## src/rtl/shiftreg_stream_pkg.sv

```systemverilog
// Shared types and helpers for the shiftreg_stream parallel-to-serial streamer.
//   state_t     : streamer FSM state (IDLE = shifter empty, SHIFT = shifter loaded)
//   clog2_min1  : ceil(log2(value)), but never less than 1 so counters keep a legal width
package shiftreg_pkg;

    typedef enum logic {
        ST_IDLE  = 1'b0,
        ST_SHIFT = 1'b1
    } state_t;

    function automatic int clog2_min1(input int value);
        int result;
        if (value <= 1) begin
            result = 1;
        end else begin
            result = $clog2(value);
        end
        return result;
    endfunction

endpackage

```

## src/rtl/shiftreg_stream_hold.sv

```systemverilog
// One-entry holding buffer that parks the next word while the shifter is busy.
//   clk, rst : clock, asynchronous active-high reset
//   i_push   : write i_data into the entry (wins over i_pop, so push+pop keeps it full)
//   i_data   : word to store
//   i_pop    : release the entry
//   o_full   : entry holds a word
//   o_data   : stored word (zero when empty)
module shiftreg_hold #(
    parameter int WIDTH = 8
) (
    input  logic             clk,
    input  logic             rst,
    input  logic             i_push,
    input  logic [WIDTH-1:0] i_data,
    input  logic             i_pop,
    output logic             o_full,
    output logic [WIDTH-1:0] o_data
);

    logic             full_r;
    logic [WIDTH-1:0] data_r;

    // Entry storage and occupancy flag.
    always_ff @(posedge clk or posedge rst) begin
        if (rst) begin
            full_r <= 1'b0;
            data_r <= {WIDTH{1'b0}};
        end else if (i_push) begin
            full_r <= 1'b1;
            data_r <= i_data;
        end else if (i_pop) begin
            full_r <= 1'b0;
            data_r <= {WIDTH{1'b0}};
        end else begin
            full_r <= full_r;
            data_r <= data_r;
        end
    end

    assign o_full = full_r;
    assign o_data = data_r;

endmodule

```

## src/rtl/shiftreg_stream.sv

```systemverilog
// Parallel-to-serial streamer: takes WIDTH-bit words on a valid/ready handshake
// and emits LANES bits per beat, MSB- or LSB-lane first, with o_last framing.
// A one-entry holding buffer lets the next word follow the current one with no
// idle beat.
//   clk, rst   : clock, asynchronous active-high reset
//   i_wr_data  : producer word          i_wr_valid : producer has a word
//   o_wr_ready : holding buffer empty (register-derived, independent of i_ready)
//   o_data     : current beat (0 when o_valid=0)
//   o_valid    : beat valid             i_ready    : consumer takes the beat
//   o_last     : final beat of a word   o_busy     : a word is shifting or held
import shiftreg_pkg::*;

module shiftreg_stream #(
    parameter int WIDTH     = 8,
    parameter int LANES     = 1,
    parameter bit MSB_FIRST = 1'b1
) (
    input  logic             clk,
    input  logic             rst,
    input  logic [WIDTH-1:0] i_wr_data,
    input  logic             i_wr_valid,
    output logic             o_wr_ready,
    output logic [LANES-1:0] o_data,
    output logic             o_valid,
    input  logic             i_ready,
    output logic             o_last,
    output logic             o_busy
);

    localparam int               BEATS    = WIDTH / LANES;
    localparam int               CNT_W    = clog2_min1(BEATS);
    localparam logic [CNT_W-1:0] CNT_LAST = CNT_W'(BEATS - 1);

    state_t             state_r;
    logic [CNT_W-1:0]   cnt_r;
    logic [WIDTH-1:0]   shift_r;

    logic               hold_full_s;
    logic [WIDTH-1:0]   hold_data_s;
    logic               accept_s;
    logic               fire_s;
    logic               last_fire_s;
    logic               hold_push_s;
    logic               hold_pop_s;
    logic [LANES-1:0]   lane_s;
    logic [WIDTH-1:0]   shift_next_s;

    // Handshake decode. A word only lands in the holding buffer when the
    // shifter is busy and is not about to free up this cycle; otherwise it
    // goes straight into the shifter (IDLE load or last-beat bypass).
    always_comb begin
        accept_s    = i_wr_valid & ~hold_full_s;
        fire_s      = (state_r == ST_SHIFT) & i_ready;
        last_fire_s = fire_s & (cnt_r == CNT_LAST);
        hold_push_s = accept_s & (state_r == ST_SHIFT) & ~last_fire_s;
        hold_pop_s  = last_fire_s & hold_full_s;
    end

    // Output lane selection and shift direction; vacated bits fill with 0.
    always_comb begin
        if (MSB_FIRST) begin
            lane_s       = shift_r[WIDTH-1 -: LANES];
            shift_next_s = shift_r << LANES;
        end else begin
            lane_s       = shift_r[LANES-1:0];
            shift_next_s = shift_r >> LANES;
        end
    end

    shiftreg_hold #(
        .WIDTH (WIDTH)
    ) u_hold (
        .clk    (clk),
        .rst    (rst),
        .i_push (hold_push_s),
        .i_data (i_wr_data),
        .i_pop  (hold_pop_s),
        .o_full (hold_full_s),
        .o_data (hold_data_s)
    );

    // FSM, beat counter, shifter and load mux.
    always_ff @(posedge clk or posedge rst) begin
        if (rst) begin
            state_r <= ST_IDLE;
            cnt_r   <= {CNT_W{1'b0}};
            shift_r <= {WIDTH{1'b0}};
        end else begin
            case (state_r)
                ST_IDLE: begin
                    if (accept_s) begin
                        shift_r <= i_wr_data;
                        cnt_r   <= {CNT_W{1'b0}};
                        state_r <= ST_SHIFT;
                    end else begin
                        shift_r <= shift_r;
                        cnt_r   <= cnt_r;
                        state_r <= ST_IDLE;
                    end
                end
                ST_SHIFT: begin
                    if (last_fire_s) begin
                        cnt_r <= {CNT_W{1'b0}};
                        if (hold_full_s) begin
                            shift_r <= hold_data_s;
                            state_r <= ST_SHIFT;
                        end else if (accept_s) begin
                            shift_r <= i_wr_data;
                            state_r <= ST_SHIFT;
                        end else begin
                            shift_r <= {WIDTH{1'b0}};
                            state_r <= ST_IDLE;
                        end
                    end else if (fire_s) begin
                        shift_r <= shift_next_s;
                        cnt_r   <= cnt_r + CNT_W'(1);
                        state_r <= ST_SHIFT;
                    end else begin
                        shift_r <= shift_r;
                        cnt_r   <= cnt_r;
                        state_r <= ST_SHIFT;
                    end
                end
                default: begin
                    shift_r <= {WIDTH{1'b0}};
                    cnt_r   <= {CNT_W{1'b0}};
                    state_r <= ST_IDLE;
                end
            endcase
        end
    end

    // All outputs are decoded from registers only.
    always_comb begin
        o_valid    = (state_r == ST_SHIFT);
        o_data     = o_valid ? lane_s : {LANES{1'b0}};
        o_last     = o_valid & (cnt_r == CNT_LAST);
        o_busy     = o_valid | hold_full_s;
        o_wr_ready = ~hold_full_s;
    end

endmodule

```

## config.mk

```make
export PLATFORM = sky130hd
export DESIGN_NAME = shiftreg_stream
export DESIGN_NICKNAME = d
export VERILOG_FILES = /design/src/rtl/shiftreg_stream_pkg.sv /design/src/rtl/shiftreg_stream_hold.sv /design/src/rtl/shiftreg_stream.sv
export SDC_FILE = /design/constraint.sdc
export NUM_CORES = 1
export LEC_CHECK = 0
export ABC_AREA = 1
export BUFFER_PORTS_ARGS = -buffer_cell sky130_fd_sc_hd__buf_4
export CORE_MARGIN = 2
export CORE_UTILIZATION = 55
export CTS_BUF_LIST = sky130_fd_sc_hd__clkbuf_16
export DETAILED_ROUTE_END_ITERATION = 10
export GPL_TIMING_DRIVEN = 0
export MAX_ROUTING_LAYER = met4
export PLACE_DENSITY = 0.85
export SLEW_MARGIN = 10
export SYNTH_ARGS = -nofsm -noshare
export SYNTH_HDL_FRONTEND = slang
export SYNTH_HIERARCHICAL = 1
export SYNTH_SLANG_ARGS = --single-unit
```

## constraint.sdc

```tcl
create_clock -name clk -period 2 [get_ports clk]
set_input_delay 0.3 -clock clk [delete_from_list [all_inputs] [get_ports clk]]
set_output_delay 0.3 -clock clk [all_outputs]
set_load 0.01 [all_outputs]
```

==> results.sh, run 1 <==
export IMPL_drt_total_wl_mm=2.38
export IMPL_cts_inserted_buffers=3
export IMPL_dpl_worst_slack_ns=0.147
export IMPL_hold_viol_final=0
export IMPL_synth_distinct_cells=19
export IMPL_timing_critical_path_to_type="flip-flop"
export IMPL_io_buffer_count=16
export IMPL_worst_max_slew_margin_expressed_relative_to_the_limit=0.686
export IMPL_vdd_ir_drop_max_mv=0.771
export IMPL_crit_path_start_kind="flip-flop"
export IMPL_finalNetCount=189
export IMPL_placedInstanceArea_sq_um=1280
export IMPL_drt_wirelength_per_cell_um=11.9
export IMPL_hold_path_class="input pin to async pin"
export IMPL_post_cts_buffers=0
export IMPL_postLayoutCellArea_sq_um=1370
export IMPL_syn_instance_count=154
export IMPL_critPathArrivalTime_ns=1.96
export IMPL_tritoncts_num_sinks=21
export IMPL_worstPathCellList="ha_1 -> ha_1 -> nand3_1 -> buf_6 -> nand2_1 -> nor2_1 -> buf_6 -> nor2_8 -> nand2_1 -> nand2_1"
export IMPL_fp_dieArea_sq_um=2430
export IMPL_chipHeight_um=49.3
export IMPL_total_core_area_sq_um=1940
export IMPL_post_synth_main_area_contributors="sky130_fd_sc_hd__dfrtp_1, sky130_fd_sc_hd__nand2_1, sky130_fd_sc_hd__nand3_1"
export IMPL_global_route_peak_usage_layer="met2"
export IMPL_fmax_ghz=0.552
export IMPL_cp_common_cell="sky130_fd_sc_hd__nand2_1"
export IMPL_clkSlewWorstSetupHoldPaths_ns=0.06
export IMPL_gpl_final_weighted_congestion=0.755
export IMPL_synth_ff_latch_count=21
export IMPL_clock_insertion_delay_worst_skew_ns=0.25
export IMPL_grt_pass1_vias=990
export IMPL_grt_max_degree=13
export IMPL_critPathRequiredTime_ns=2.15
export IMPL_ys_dominant_reg_cell="sky130_fd_sc_hd__dfrtp_1"
export IMPL_viasPerCell=5.26
export IMPL_netlist_top_cells_count="sky130_fd_sc_hd__nand2_1, sky130_fd_sc_hd__nand3_1, sky130_fd_sc_hd__nor2_1"
export IMPL_io_pins=17
export IMPL_path_buf_inv=2
export IMPL_cts_path_max_buffers=2
export IMPL_synth_sequential_area_ratio=0.467
export IMPL_drcViolationCount=0
export IMPL_final_max_slew_viol_count=0
export IMPL_share_of_the_synthesized_area_in_the_top_cell_type=0.467
export IMPL_worst_hold_slack_ns=0.00627
export IMPL_asyncSetResetFlopFracSynth=1.00
export IMPL_path_max_fanout=10
export IMPL_grt_use_met1=0.335
export IMPL_timing_setup_critical_path_class="flip-flop to flip-flop"
export IMPL_post_route_worst_setup_slack_ns=0.189
export IMPL_outcome="finished clean"
export IMPL_syn_to_final_growth_pct=21.3
export IMPL_drive_gt1_frac=0.178
export IMPL_power_density_nw_per_um2=1220
export IMPL_post_synth_top_area_cell="sky130_fd_sc_hd__dfrtp_1"
export IMPL_critPathSlowestCell="sky130_fd_sc_hd__dfrtp_1"
export IMPL_finish_cell_count_without_fillers=201
export IMPL_diodes=0
export IMPL_tritoncts="yes"
export IMPL_rows=16
export IMPL_clock_root_buffer="sky130_fd_sc_hd__clkbuf_16"
export IMPL_starting_density_of_the_core=0.580
export IMPL_post_route_period_util=0.905
export IMPL_total_leakage_power_nw=0.730
export IMPL_vias=1057
export IMPL_cp_slowest_stage_delay_ns=0.39
export IMPL_antenna_found_initial=0
export IMPL_post_route_min_period_ns=1.81
export IMPL_fin_tns_setup_ns=0
export IMPL_number_of_synthesized_flops_with_an_enable_pin=0
export IMPL_synth_yosys_warnings=6
export IMPL_worst_path_dominant_cell_family="simple AND/OR/NAND/NOR gates"
export IMPL_cap_viol_max_count=0
export IMPL_post_place_cells=197
export IMPL_detailedPlacementHpwl_mm=1.70
export IMPL_initialDrtViolationCount=38
export IMPL_grt_met2_usage=0.369
export IMPL_setup_viol_count_final=0
export IMPL_grt_total_usage=0.244
export IMPL_use_met3=0.0307
export IMPL_ant_nets=0
export IMPL_synth_cell_area_sq_um=1130
export IMPL_cts_htree_levels=1
export IMPL_syn_nets=168
export IMPL_drtPass1Iterations=4
export IMPL_grt_setup_unrepaired="false"
export IMPL_die_width_um=49.3
export IMPL_overflow=0
export IMPL_synth_avg_cell_area_sq_um=7.31
export IMPL_worstMarginPinSlew_ns=0.470
export IMPL_cell_with_the_most_instances_after_synthesis="sky130_fd_sc_hd__nand2_1"
export IMPL_skew_ns=0.00118
export IMPL_grt_first_pass_wirelength_mm=4.44
path summary, 6_finish.rpt:
path                                  start               end  slack, ns  cells past startpoint
min reg2reg                u_hold/o_data[0]  u_hold/o_data[0]       0.47                      2
min in group clk               i_wr_data[0]  u_hold/o_data[0]       0.26                      3
max                                cnt_r[0]  u_hold/o_data[3]       0.19                     10
max reg2reg                        cnt_r[0]  u_hold/o_data[3]       0.19                     10
min                                     rst     u_hold/o_full      0.006                      2
max in group asynchronous               rst        shift_r[1]       1.61                      2
stage by stage:
step           utilization  power [W]
2_1_floorplan            -    0.00108
3_3_place_gp         0.659    0.00122
3_5_place_dp         0.659    0.00124
4_1_cts              0.700    0.00168
5_1_grt              0.704    0.00180
6_report             0.704    0.00166
layer usage:
| layer | vias up | part of all wire |
|---|---|---|
| met5 | - | 0 |
| met4 | 0 | 0.021 |
| met3 | 11 | 0.082 |
| met2 | 61 | 0.47 |
| met1 | 460 | 0.43 |
| li1 | 525 | - |
state kept, by name (all words and copies together), names as in the netlist:
name and cells:
u_hold/o_full 1, cnt_r 3, o_valid 1, shift_r 8, u_hold/o_data 8
final cells by class:
cell class	count	area (sq um)
multi-input combinational	117	527
buffer	4	35.0
clock buffer	3	75.1
fill	155	576
sequential	21	526
tap	27	33.8
clock inverter	1	5.00
timing repair buffer	16	120
inverter	12	45.0
power breakdown:
group / internal, W / switching [W] / total, W
registers: 0.000596 / 0.000102 / 0.000698
logic: 0.000233 / 0.000312 / 0.000545
clock network: 0.000268 / 0.000152 / 0.000421
cell usage in the layout, fill, tap and decap left out:
cell type and count:
sky130_fd_sc_hd__clkinv_2 1, sky130_fd_sc_hd__buf_4 17, sky130_fd_sc_hd__a22o_1 1, sky130_fd_sc_hd__clkbuf_16 3
sky130_fd_sc_hd__o21ai_1 1, sky130_fd_sc_hd__buf_2 1, sky130_fd_sc_hd__inv_2 2, sky130_fd_sc_hd__nand2_2 2
sky130_fd_sc_hd__nor3_1 1, sky130_fd_sc_hd__nor2_8 1, sky130_fd_sc_hd__o211ai_1 1, sky130_fd_sc_hd__inv_1 10
sky130_fd_sc_hd__a21oi_1 1, sky130_fd_sc_hd__ha_1 2, sky130_fd_sc_hd__o31ai_1 1, sky130_fd_sc_hd__nand2_1 60
sky130_fd_sc_hd__nand3_1 22, sky130_fd_sc_hd__buf_6 2, sky130_fd_sc_hd__nor2_1 22, sky130_fd_sc_hd__nor2_2 2
sky130_fd_sc_hd__dfrtp_1 21
cells by family after synthesis:
group / Yosys count / synth area share
buf+inv: 16 / 0.0656
fa+ha+maj: 2 / 0.0222
flops: 21 / 0.467
simple gates: 110 / 0.416
compound gates: 5 / 0.0300
repair_timing:
action	CTS	global route
setup endpoints to repair	0	9
hold buffers	0	0
gates resized for setup	0	3
Power figures use the tool's default switching activity.
==> run 2, diff against run 1 <==
CELL_PAD_IN_SITES_DETAIL_PLACEMENT = 0   (was default)
CELL_PAD_IN_SITES_GLOBAL_PLACEMENT = 1   (was default)
CORE_UTILIZATION = 39   (was 55)
PLACE_DENSITY = 0.84   (was 0.85)
==> run 2 against run 1 <==
Sequential power barely moved; total power rose by 2.2%; via count fell by 4.6%; setup slack improved by 0.018 ns; critical path depth did not move; combinational power rose by 8.1%; register-to-register slack improved by 0.02 ns; wire length rose by 4.8%; maximum frequency rose by 0.99%; sequential share of layout area fell by 0.96 points; first-iteration DRC count rose by 16%.
==> results.sh, run 2 (synthesized netlist as in run 1, its figures left out) <==
export IMPL_post_route_min_period_ns=1.79
export IMPL_power_switching_w=0.000571
export IMPL_ant_nets=0
export IMPL_overflow=0
export IMPL_skew_ns=0.00330
export IMPL_hold_path_class="input pin to async pin"
export IMPL_detailedPlacementHpwl_mm=1.85
export IMPL_timing_setup_critical_path_class="flip-flop to flip-flop"
export IMPL_io_buffer_count=16
export IMPL_crit_reg2reg_capture="u_hold/o_data[1]"
export IMPL_outcome="finished clean"
export IMPL_grt_max_degree=13
export IMPL_dr_wl_met3_um=84
export IMPL_combinationalPowerShare=0.346
export IMPL_power_switching_fraction=0.336
export IMPL_cts_htree_levels=1
export IMPL_post_route_period_util=0.896
export IMPL_clkSlewWorstSetupHoldPaths_ns=0.06
export IMPL_critPathRequiredTime_ns=2.14
export IMPL_power_density_nw_per_um2=1210
export IMPL_viasPerCell=4.85
export IMPL_clock_insertion_delay_worst_skew_ns=0.25
export IMPL_fin_tns_setup_ns=0
export IMPL_layout_cells_most_common_list="sky130_fd_sc_hd__nand2_1, sky130_fd_sc_hd__nand3_1, sky130_fd_sc_hd__nor2_1"
export IMPL_crit_path_start_kind="flip-flop"
export IMPL_cts_path_max_buffers=2
export IMPL_die_width_um=57.7
export IMPL_drive_gt1_frac=0.186
export IMPL_grt_first_pass_wirelength_mm=4.44
export IMPL_gpl_final_weighted_congestion=0.761
export IMPL_chipHeight_um=57.7
export IMPL_hold_viol_final=0
export IMPL_total_leakage_power_nw=0.749
export IMPL_antenna_found_initial=0
export IMPL_worst_max_slew_margin_expressed_relative_to_the_limit=0.675
export IMPL_grt_total_usage=0.177
export IMPL_vias=1008
export IMPL_fillers=286
export IMPL_cap_viol_max_count=0
export IMPL_drcViolationCount=0
export IMPL_drt_wirelength_per_cell_um=12.0
export IMPL_timing_critical_path_to_type="flip-flop"
export IMPL_setup_worst_path_start="cnt_r[0]"
export IMPL_seq_power_share=0.409
export IMPL_grt_pass1_vias=1003
export IMPL_wl_met1_mm=1.22
export IMPL_setup_viol_count_final=0
export IMPL_syn_to_final_growth_pct=24.4
export IMPL_total_core_area_sq_um=2760
export IMPL_diodes=0
export IMPL_clkPwrFrac=0.244
export IMPL_topRoutingLayerUsed="met4"
export IMPL_rr_startpoint="cnt_r[0]"
export IMPL_worst_r2r_setup_slack_ns=0.21
export IMPL_worst_hold_slack_ns=0.0137
export IMPL_path_max_fanout=10
export IMPL_critPathArrivalTime_ns=1.93
export IMPL_worst_r2r_path_depth=10
export IMPL_grt_setup_unrepaired="false"
export IMPL_clock_root_buffer="sky130_fd_sc_hd__clkbuf_16"
export IMPL_initialDrtViolationCount=44
export IMPL_worstMarginPinSlew_ns=0.486
export IMPL_vdd_ir_drop_max_mv=0.713
export IMPL_cts_inserted_buffers=3
export IMPL_fp_dieArea_sq_um=3330
export IMPL_tritoncts_num_sinks=21
export IMPL_starting_density_of_the_core=0.408
export IMPL_fmax_ghz=0.558
export IMPL_final_max_slew_viol_count=0
export IMPL_io_pins=17
export IMPL_drt_total_wl_mm=2.50
export IMPL_finalNetCount=192
export IMPL_detailroute_wirelength_met2_mm=1.18
export IMPL_tritoncts="yes"
export IMPL_internal_power_w=0.00113
export IMPL_drtPass1Iterations=4
export IMPL_most_common_cell_after_layout_fill_and_taps_aside="sky130_fd_sc_hd__nand2_1"
export IMPL_total_power_w=0.00170
export IMPL_rows=19
-- run 2: changes by cell type in the layout (fill, tap and decap cells not counted), sizes merged --
cell / delta
buf: +3
inv: +1
clkinv: -1
-- run 2: power groups by stage --
stage	Clock, W	Sequential [W]	Combinational (W)
finish	0.000416	0.000696	0.000589
global placement	0	0.000697	0.000530
global route	0.000444	0.000718	0.000685
detailed placement	0	0.000702	0.000546
floorplan	0	0.000678	0.000406
CTS	0.000424	0.000697	0.000549
-- run 2: repair_timing --
item                                   4_1_cts  5_1_grt
resized for setup                            0        2
hold buffers                                 0        0
buffers inserted                             0        3
endpoints found under the hold margin        0        0
setup endpoints to repair                    0        9
-- run 2: how the worst max path moves through the flow --
stage,end,slack (ns),cells past startpoint
after global placement,u_hold/o_data[2],0.13,10
final,u_hold/o_data[1],0.21,10
after floorplan,u_hold/o_full,0.34,10
after CTS,u_hold/o_data[4],0.12,10
after global routing,u_hold/o_data[4],0.02,10
after detailed placement,u_hold/o_data[4],0.13,10
-- run 2: layer usage --
metal	vias to the layer above	GRT usage
met5	-	-
met1	458	0.236
met3	2	0.0268
met4	0	0.0664
met2	18	0.273
li1	530	-
-- run 2: per-stage QoR --
stage	area (sq um)	setup WS (ns)	instances	utilization
finish	1400	0.207	208	0.508
detailed placement	1280	0.128	201	0.466
global route	1400	0.0150	208	0.508
global placement	1280	0.129	201	0.466
floorplan	1130	0.335	154	-
CTS	1360	0.116	205	0.495
-- run 2: layout make-up --
cell class | instances | area [sq um] | area share
Tap cell | 31 | 38.8 | 0.0277
Multi-Input combinational cell | 117 | 527 | 0.376
Sequential cell | 21 | 526 | 0.375
Clock buffer | 3 | 75.1 | 0.0536
Timing Repair Buffer | 19 | 155 | 0.111
Inverter | 12 | 45.0 | 0.0321
Buffer | 4 | 31.3 | 0.0223
Clock inverter | 1 | 3.75 | 0.00268
-- run 2: critical path: stages, from the launching register on --
cell and delay [ns]:
sky130_fd_sc_hd__dfrtp_1 0.39, sky130_fd_sc_hd__ha_1 0.20, sky130_fd_sc_hd__ha_1 0.22, sky130_fd_sc_hd__nand3_1 0.12, sky130_fd_sc_hd__buf_4 0.18, sky130_fd_sc_hd__nand2_1 0.08, sky130_fd_sc_hd__nor2_1 0.13, sky130_fd_sc_hd__buf_6 0.16
sky130_fd_sc_hd__nor2_8 0.06, sky130_fd_sc_hd__nand2_1 0.09, sky130_fd_sc_hd__nand2_1 0.05
==> run 3, diff against run 2 <==
BUFFER_PORTS_ARGS = default   (was -buffer_cell sky130_fd_sc_hd__buf_4)
CORE_UTILIZATION = 44   (was 39)
DONT_BUFFER_PORTS = 1   (was default)
==> run 3 against run 2 <==
Final cell count down 9.1%; clock power up 1%; worst hold slack better by 0.15 ns; clock-buffer cell count unchanged; design area down 10%; critical path type unchanged; largest power group unchanged; highest routed layer unchanged.
==> results.sh, run 3 (synthesized netlist as in run 1, its figures left out) <==
export IMPL_overflow=0
export IMPL_topRoutingLayerUsed="met4"
export IMPL_hold_path_startpoint="i_wr_data[7]"
export IMPL_antenna_found_initial=0
export IMPL_drt_wirelength_per_cell_um=12.8
export IMPL_cp_slowest_stage_delay_ns=0.40
export IMPL_post_place_cells=184
export IMPL_finalNetCount=174
export IMPL_final_core_utilization=0.513
export IMPL_crit_reg2reg_capture="u_hold/o_data[5]"
export IMPL_crit_end="u_hold/o_data[5]"
export IMPL_grt_first_pass_wirelength_mm=4.17
export IMPL_tritoncts_num_sinks=21
export IMPL_cp_common_cell="sky130_fd_sc_hd__nand2_1"
export IMPL_ant_nets=0
export IMPL_tritoncts="yes"
export IMPL_grt_total_usage=0.206
export IMPL_cts_inserted_buffers=3
export IMPL_cts_htree_levels=1
export IMPL_cap_viol_max_count=0
export IMPL_gpl_final_weighted_congestion=0.763
export IMPL_layout_cells_most_common_list="sky130_fd_sc_hd__nand2_1, sky130_fd_sc_hd__nand3_1, sky130_fd_sc_hd__nor2_1"
export IMPL_fin_tns_setup_ns=0
export IMPL_cts_path_max_buffers=2
export IMPL_vias=973
export IMPL_finish_cell_count_without_fillers=189
export IMPL_critPathSlowestCell="sky130_fd_sc_hd__dfrtp_1"
export IMPL_most_common_cell_after_layout_fill_and_taps_aside="sky130_fd_sc_hd__nand2_1"
export IMPL_rows=18
export IMPL_chipHeight_um=54.6
export IMPL_multiInputGateArea_sq_um=527
export IMPL_viasPerCell=5.15
export IMPL_worstMarginPinSlew_ns=0.488
export IMPL_crit_path_start_kind="flip-flop"
export IMPL_drcViolationCount=0
export IMPL_worst_r2r_setup_slack_ns=0.18
export IMPL_skew_ns=0.00229
export IMPL_diodes=0
export IMPL_power_density_nw_per_um2=1280
export IMPL_wl_met1_mm=1.10
export IMPL_post_route_min_period_ns=1.82
export IMPL_post_route_period_util=0.910
export IMPL_area_sequential_sq_um=526
export IMPL_hold_viol_final=0
export IMPL_postLayoutCellArea_sq_um=1260
export IMPL_fp_dieArea_sq_um=2980
export IMPL_vdd_ir_drop_max_mv=0.646
export IMPL_fmax_ghz=0.549
export IMPL_die_width_um=54.6
export IMPL_initialDrtViolationCount=16
export IMPL_hold_path_class="input pin to flip-flop"
export IMPL_critPathArrivalTime_ns=1.96
export IMPL_worstPathCellList="ha_1 -> ha_1 -> nand3_1 -> buf_6 -> nand2_1 -> nor2_1 -> buf_6 -> nor2_8 -> nand2_1 -> nand2_1"
export IMPL_detailroute_wirelength_met2_mm=1.14
export IMPL_setup_viol_count_final=0
export IMPL_drive_gt1_frac=0.0943
export IMPL_setup_worst_path_start="cnt_r[0]"
export IMPL_drt_total_wl_mm=2.43
export IMPL_outcome="finished clean"
export IMPL_dr_wl_met3_um=150
export IMPL_worst_max_slew_margin_expressed_relative_to_the_limit=0.675
export IMPL_total_leakage_power_nw=0.658
export IMPL_drtPass1Iterations=4
export IMPL_timing_critical_path_to_type="flip-flop"
export IMPL_total_core_area_sq_um=2450
export IMPL_clock_insertion_delay_worst_skew_ns=0.25
export IMPL_starting_density_of_the_core=0.459
export IMPL_placedInstanceArea_sq_um=1160
export IMPL_worst_r2r_path_depth=10
export IMPL_clkSlewWorstSetupHoldPaths_ns=0.06
export IMPL_detailedPlacementHpwl_mm=1.85
export IMPL_clock_root_buffer="sky130_fd_sc_hd__clkbuf_16"
export IMPL_syn_to_final_growth_pct=11.9
export IMPL_rr_startpoint="cnt_r[0]"
export IMPL_grt_setup_unrepaired="false"
export IMPL_grt_pass1_vias=936
export IMPL_grt_max_degree=13
export IMPL_final_max_slew_viol_count=0
export IMPL_critPathRequiredTime_ns=2.14
export IMPL_worst_hold_slack_ns=0.160
export IMPL_path_max_fanout=10
export IMPL_io_pins=17
export IMPL_fillers=253
export IMPL_timing_setup_critical_path_class="flip-flop to flip-flop"
export IMPL_io_buffer_count=0
-- run 3: how the worst min path moves through the flow --
| stage | end | cells past startpoint | slack, ns |
|---|---|---|---|
| after global placement | u_hold/o_data[1] | 1 | 0.16 |
| after CTS | u_hold/o_data[1] | 2 | 0.16 |
| after floorplan | u_hold/o_data[0] | 1 | 0.13 |
| after detailed placement | u_hold/o_data[7] | 1 | 0.16 |
| final | u_hold/o_data[7] | 2 | 0.16 |
| after global routing | u_hold/o_data[1] | 2 | 0.17 |
-- run 3: metal layers --
layer | track usage | up-vias
met1 | 0.251 | 443
met3 | 0.0546 | 4
met2 | 0.325 | 31
met5 | - | -
li1 | - | 495
met4 | 0.0750 | 0
-- run 3: worst max-delay path: cells and delay by family (launching register included) --
| family | cells | cell delay, ns |
|---|---|---|
| buffers and inverters | 2 | 0.33 |
| adder cells (fa/ha/maj) | 2 | 0.42 |
| AND/OR/NAND/NOR | 6 | 0.55 |
| flip-flops | 1 | 0.40 |
-- run 3: repair_timing --
item                                    in CTS  in global routing
hold buffers                                 1                  0
setup buffers                                0                  0
resized for setup                            0                  3
endpoints found under the setup margin       0                  9
endpoints found under the hold margin       21                  0
-- run 3: cell type report --
| cell class | count | area share |
|---|---|---|
| Timing Repair Buffer | 1 | 0.00794 |
| Clock inverter | 1 | 0.00397 |
| Clock buffer | 3 | 0.0596 |
| Sequential cell | 21 | 0.417 |
| Inverter | 12 | 0.0357 |
| Tap cell | 30 | 0.0298 |
| Multi-Input combinational cell | 117 | 0.418 |
| Buffer | 4 | 0.0278 |
-- run 3: metrics by stage --
step / setup slack, ns / total power [W]
final: 0.180 / 0.00161
after global routing: 0.00793 / 0.00174
after CTS: 0.0805 / 0.00162
after detailed placement: 0.103 / 0.00119
after global placement: 0.144 / 0.00117
after floorplan: 0.335 / 0.00108
-- run 3: power by group --
| group | switching [W] | leakage [nW] | internal [W] | total (W) |
|---|---|---|---|---|
| clock | 0.000152 | 0.0409 | 0.000268 | 0.000421 |
| sequential | 0.000103 | 0.248 | 0.000596 | 0.000699 |
| combinational | 0.000300 | 0.369 | 0.000189 | 0.000490 |
| total | 0.000555 | 0.658 | 0.00105 | 0.00161 |
